### src/rtl/ex_mem_stage.sv
// rtl/ex_mem_stage.sv - EX to MEM pipeline register with 2-entry skid buffer and flush (option: EX_MEM_OVF_SQUASH_EN)
module ex_mem_stage #(
  parameter int                    DATA_W       = 32,
  parameter int                    REGAD_W      = 5,
  parameter int                    CTRL_IN_W    = 16,
  parameter int                    CTRL_OUT_W   = 8,
  parameter logic [CTRL_OUT_W-1:0] CTRL_WE_MASK = 'h03
) (
  input  logic                  clk,
  input  logic                  rst,
  input  logic                  flush,
  input  logic                  in_valid,
  output logic                  in_ready,
  input  logic                  zero_e,
  input  logic                  ovf_e,
  input  logic [REGAD_W-1:0]    dst_e,
  input  logic [DATA_W-1:0]     alu_e,
  input  logic [DATA_W-1:0]     pc4_e,
  input  logic [CTRL_IN_W-1:0]  ctrl_e,
  output logic                  out_valid,
  input  logic                  out_ready,
  output logic                  zero_m,
  output logic                  ovf_m,
  output logic [REGAD_W-1:0]    dst_m,
  output logic [DATA_W-1:0]     alu_m,
  output logic [DATA_W-1:0]     pc4_m,
  output logic [CTRL_OUT_W-1:0] ctrl_m
);

  localparam int ENT_W = 2 + REGAD_W + 2 * DATA_W + CTRL_OUT_W;

  typedef enum logic [1:0] {
    S_EMPTY = 2'd0,
    S_ONE   = 2'd1,
    S_TWO   = 2'd2
  } state_t;

  state_t               state_q, state_d;
  logic [ENT_W-1:0]     main_q, skid_q, in_entry;
  logic [CTRL_OUT_W-1:0] ctrl_cap;
  logic                 accept, pop;
  logic                 load_main_in, load_main_skid, load_skid;

  // Control slice as stored; overflowing instructions may lose their write enables
`ifdef EX_MEM_OVF_SQUASH_EN
  assign ctrl_cap = ovf_e ? (ctrl_e[CTRL_OUT_W-1:0] & ~CTRL_WE_MASK) : ctrl_e[CTRL_OUT_W-1:0];
`else
  logic unused_we_mask;
  assign unused_we_mask = ^CTRL_WE_MASK;
  assign ctrl_cap = ctrl_e[CTRL_OUT_W-1:0];
`endif

  // Upper control bits belong to EX only and are intentionally dropped
  if (CTRL_IN_W > CTRL_OUT_W) begin : g_ctrl_hi
    logic unused_ctrl_hi;
    assign unused_ctrl_hi = ^ctrl_e[CTRL_IN_W-1:CTRL_OUT_W];
  end

  assign in_entry = {zero_e, ovf_e, dst_e, alu_e, pc4_e, ctrl_cap};
  assign {zero_m, ovf_m, dst_m, alu_m, pc4_m, ctrl_m} = main_q;

  // Handshake decoded purely from the state register: no comb path from out_ready to in_ready
  assign in_ready  = (state_q != S_TWO);
  assign out_valid = (state_q != S_EMPTY);
  assign accept    = in_valid & in_ready;
  assign pop       = out_valid & out_ready;

  // Next-state and storage load selection; flush overrides accept and pop
  always_comb begin
    state_d        = state_q;
    load_main_in   = 1'b0;
    load_main_skid = 1'b0;
    load_skid      = 1'b0;
    if (flush) begin
      state_d = S_EMPTY;
    end else begin
      case (state_q)
        S_EMPTY: begin
          if (accept) begin
            state_d      = S_ONE;
            load_main_in = 1'b1;
          end
        end
        S_ONE: begin
          if (accept && pop) begin
            load_main_in = 1'b1;
          end else if (accept) begin
            state_d   = S_TWO;
            load_skid = 1'b1;
          end else if (pop) begin
            state_d = S_EMPTY;
          end
        end
        S_TWO: begin
          if (pop) begin
            state_d        = S_ONE;
            load_main_skid = 1'b1;
          end
        end
        default: state_d = S_EMPTY;
      endcase
    end
  end

  // State register
  always_ff @(posedge clk or posedge rst) begin
    if (rst) state_q <= S_EMPTY;
    else     state_q <= state_d;
  end

  // Entry storage; flush only invalidates, it never clears data
  always_ff @(posedge clk or posedge rst) begin
    if (rst) begin
      main_q <= '0;
      skid_q <= '0;
    end else begin
      if (load_main_in)        main_q <= in_entry;
      else if (load_main_skid) main_q <= skid_q;
      if (load_skid)           skid_q <= in_entry;
    end
  end

endmodule

### config.mk
export PLATFORM = sky130hd
export DESIGN_NAME = ex_mem_stage
export DESIGN_NICKNAME = d
export VERILOG_FILES = /design/src/rtl/ex_mem_stage.sv
export SDC_FILE = /design/constraint.sdc
export NUM_CORES = 1
export LEC_CHECK = 0
export CAP_MARGIN = 25
export CELL_PAD_IN_SITES_DETAIL_PLACEMENT = 1
export CELL_PAD_IN_SITES_GLOBAL_PLACEMENT = 2
export CORE_UTILIZATION = 30
export CTS_CLUSTER_DIAMETER = 150
export DETAILED_ROUTE_END_ITERATION = 8
export PLACE_DENSITY = 0.82
export SYNTH_ARGS = -nofsm -noshare
export SYNTH_HDL_FRONTEND = slang
export SYNTH_SLANG_ARGS = --single-unit
### constraint.sdc
create_clock -name clk -period 10.5 [get_ports clk]
set_input_delay 2.1 -clock clk [delete_from_list [all_inputs] [get_ports clk]]
set_output_delay 2.1 -clock clk [all_outputs]
set_load 0.02 [all_outputs]
==> key figures <==
Pwr
  • Clock share of power: 25.1%
  • Sw Share: 30.5%
  • Sequential share of power: 40.6%
  • Leak pwr: 4.20 nW
  • Int Power: 1.60 mW
  • Overall power: between 2 and 2.5 mW
  • PD cells: 238 nW/um2
  • Psw: 0.701 mW
  • Comb power frac: 34.3%
  • Peak VDD IR: 0.0000922 V

Synthesis
  • Ys flop type: dfrtp_1
  • Area fraction of the dominant cell type after synthesis: between 50 and 60%
  • Area leader, netlist: dfrtp_1
  • Synth cell count leaders: dfrtp_1 (160), mux2_2 (149), mux2_1 (44)
  • Post-Syn Instances: 442
  • Synth cell types: 22
  • Mapped Area: 7140 um2
  • Synth async-reset ratio: 100%
  • Seq/Total Area, Yosys: 56.1%
  • Synth top area cells: dfrtp_1 (56%), mux2_2 (23%), mux2_4 (8.4%)
  • Post-synth EDFFs: 0
  • Seq cells post-synth: 160
  • Warning count from the yosys run: 0
  • Count leader, synth: dfrtp_1
  • Syn_nets: 534
  • Mapped Avg Cell Area: 16.2 um2

Worst setup path
  • Crit path DAT: approximately 4.7 ns
  • CP Data Required Time: around 11 ns
  • Setup Crit Path Kind: input port to flip-flop
  • Startpoint types: input port
  • Crit. End Element: flip-flop
  • RR Startpoint: state_q[1]
  • Beginning of the critical path: out_ready
  • CP Max Fanout: between 50 and 60

Routing
  • Routed wire per std cell: 17.4 um
  • Final WL: 16,300 um
  • Number of detailed-route iterations in the first pass: 4
  • # DRC: 0
  • Routed Antenna Nets: 0
  • Via count: 4,238
  • DRT iter0 DRCs: 96
  • DR vias/cell: 4.52

GRT
  • First-pass GRT wire length: 26,900 um
  • Global route overflow: 0
  • M1 GR Usage: 17.7%
  • Initial antenna violation count: 0
  • GR Util met2: 23.9%
  • Gr usage total: 14.3%
  • Busiest grt layer: met2
  • Largest net degree at the start of global routing: 88
  • Vias in the first global route: 4,925
  • Global Route met3 Usage: between 4 and 5%

Run status
  • Status: complete, no violations

Finish
  • Register Area: 4000 um2
  • Cell area after layout: approximately 9600 um2
  • Layout Cells excl Fill: 937
  • Area Overhead vs Synth: 34.9%
  • # fillers: 2,393
  • Post-layout util: 41.2%
  • ANT cells: 0
  • Fraction of layout cells with a size suffix above 1: 37.7%
  • Final nets: 698
  • Area of the multi-input gates: 2950 um2

STA
  • Final Skew: 0.00951 ns
  • Slew of the pin with the lowest slew margin: 0.868 ns
  • Achievable Freq: ~230 MHz
  • Hold WS: 0.501 ns
  • Final TNS setup: 0 ns
  • Max Slew Vio Count: 0
  • Final worst slack: 6.10 ns
  • Post-route clock period utilization: 41.9%
  • Setup violations, final: 0
  • Post-route minimum period: ~4.4 ns
  • Final hold viol count: 0
  • Relative slew slack: a little over two fifths
  • RSZ-0062 raised after global routing: false

Clock tree
  • Clock slew at reported path FFs: approximately 0.070 ns
  • Post-CTS Setup Inserts: 0
  • Hold buffer count at cts: 0
  • Htree depth: 4
  • Deepest clock path buffer count: 2
  • CTS tree: done
  • CTS Buf Count: 17
  • Clk Latency, worst-skew pair: 0.42 ns
  • Post_cts resized: 0
  • CTS sink count: 160
  • Root buffer cell: clkbuf_16

Place
  • Pre-CTS setup slack: roughly 5.5 ns
  • Routability Congestion: approximately 0.68
  • PortBufs: 164
  • Placed cells: 904
  • DP Area: 9030 um2
  • HPWL after detailed placement: 10,600 um

Die
  • Initial Util: between 30% and 40%
  • Boundary pin count: 173
  • Die ar.: approximately 24,000 um2
  • Die Y: between 150 and 200 um
  • Chip width: 156 um
  • CORE AREA: 23,400 um2
  • # rows: 56

Flow run
  • Max-Cap Viols: 0

Min path
  • HP Start: skid_q[59]
  • HP Class: flip-flop to flip-flop
==> final cells by class <==
type                            instances  area share, %
Tap cell                              319           4.14
Inverter                                2          0.130
Sequential cell                       160           41.6
Clock buffer                           18           4.56
Clock inverter                         13           1.08
Timing Repair Buffer                  170           17.9
Multi-Input combinational cell        255           30.6
==> power by group through the flow <==
stage,clock network (mW),registers [mW],logic (mW)
after floorplan,0,1.07,0.310
after global placement,0,0.924,0.771
after detailed placement,0,0.945,0.797
after CTS,0.605,0.935,0.800
after global routing,0.630,0.962,0.843
final,0.577,0.932,0.789
==> cell usage in the layout, fill, tap and decap left out, types with 2 or more instances in the layout <==
cell type,n
mux2_2,149
nor2_1,3
mux2_1,44
mux2_4,40
a21oi_1,3
nand2b_1,2
buf_16,2
clkinvlp_4,5
inv_6,5
mux2i_1,3
clkdlybuf4s50_1,164
clkbuf_16,17
buf_4,4
dfrtp_1,160
clkinv_4,3
==> final timing paths <==
kind	to	slack, ns	depth (start not counted)
setup / recovery	main_q[39]	6.10	6
hold / removal	skid_q[59]	0.50	1
setup reg to reg	main_q[39]	7.77	5
hold reg to reg	skid_q[59]	0.50	1
max in group asynchronous	skid_q[77]	7.14	4
min in group asynchronous	main_q[75]	2.19	2
==> layer usage <==
layer / share of wire (%) / vias to the layer above / routed length (um)
li1: - / 1903 / -
met1: 44 / 2216 / 7130
met2: 50 / 106 / 8100
met3: 5.4 / 13 / 887
met4: 1.0 / 0 / 171
met5: 0 / - / 0
==> critical path: stages <==
cell and delay (ns):
clkdlybuf4s50_1 0.49, mux2i_1 0.20, nor2_2 0.08, o21bai_4 0.55, buf_4 0.75, mux2_2 0.42
==> registers in the layout, summed over array words and instances, names as in the netlist <==
| register | count |
|---|---|
| main_q | 79 |
| skid_q | 79 |
| state_q | 2 |
==> kinds of logic (layout without fill, tap and decap cells) <==
group | count (synthesis) | count (layout) | share of synthesized area (%)
compound gates | 6 | 6 | 0.543
mux | 236 | 236 | 39.3
flops | 160 | 160 | 56.1
buf+inv | 27 | 203 | 2.89
simple gates | 13 | 13 | 1.26
No activity file was read; power rests on OpenSTA's default activity.
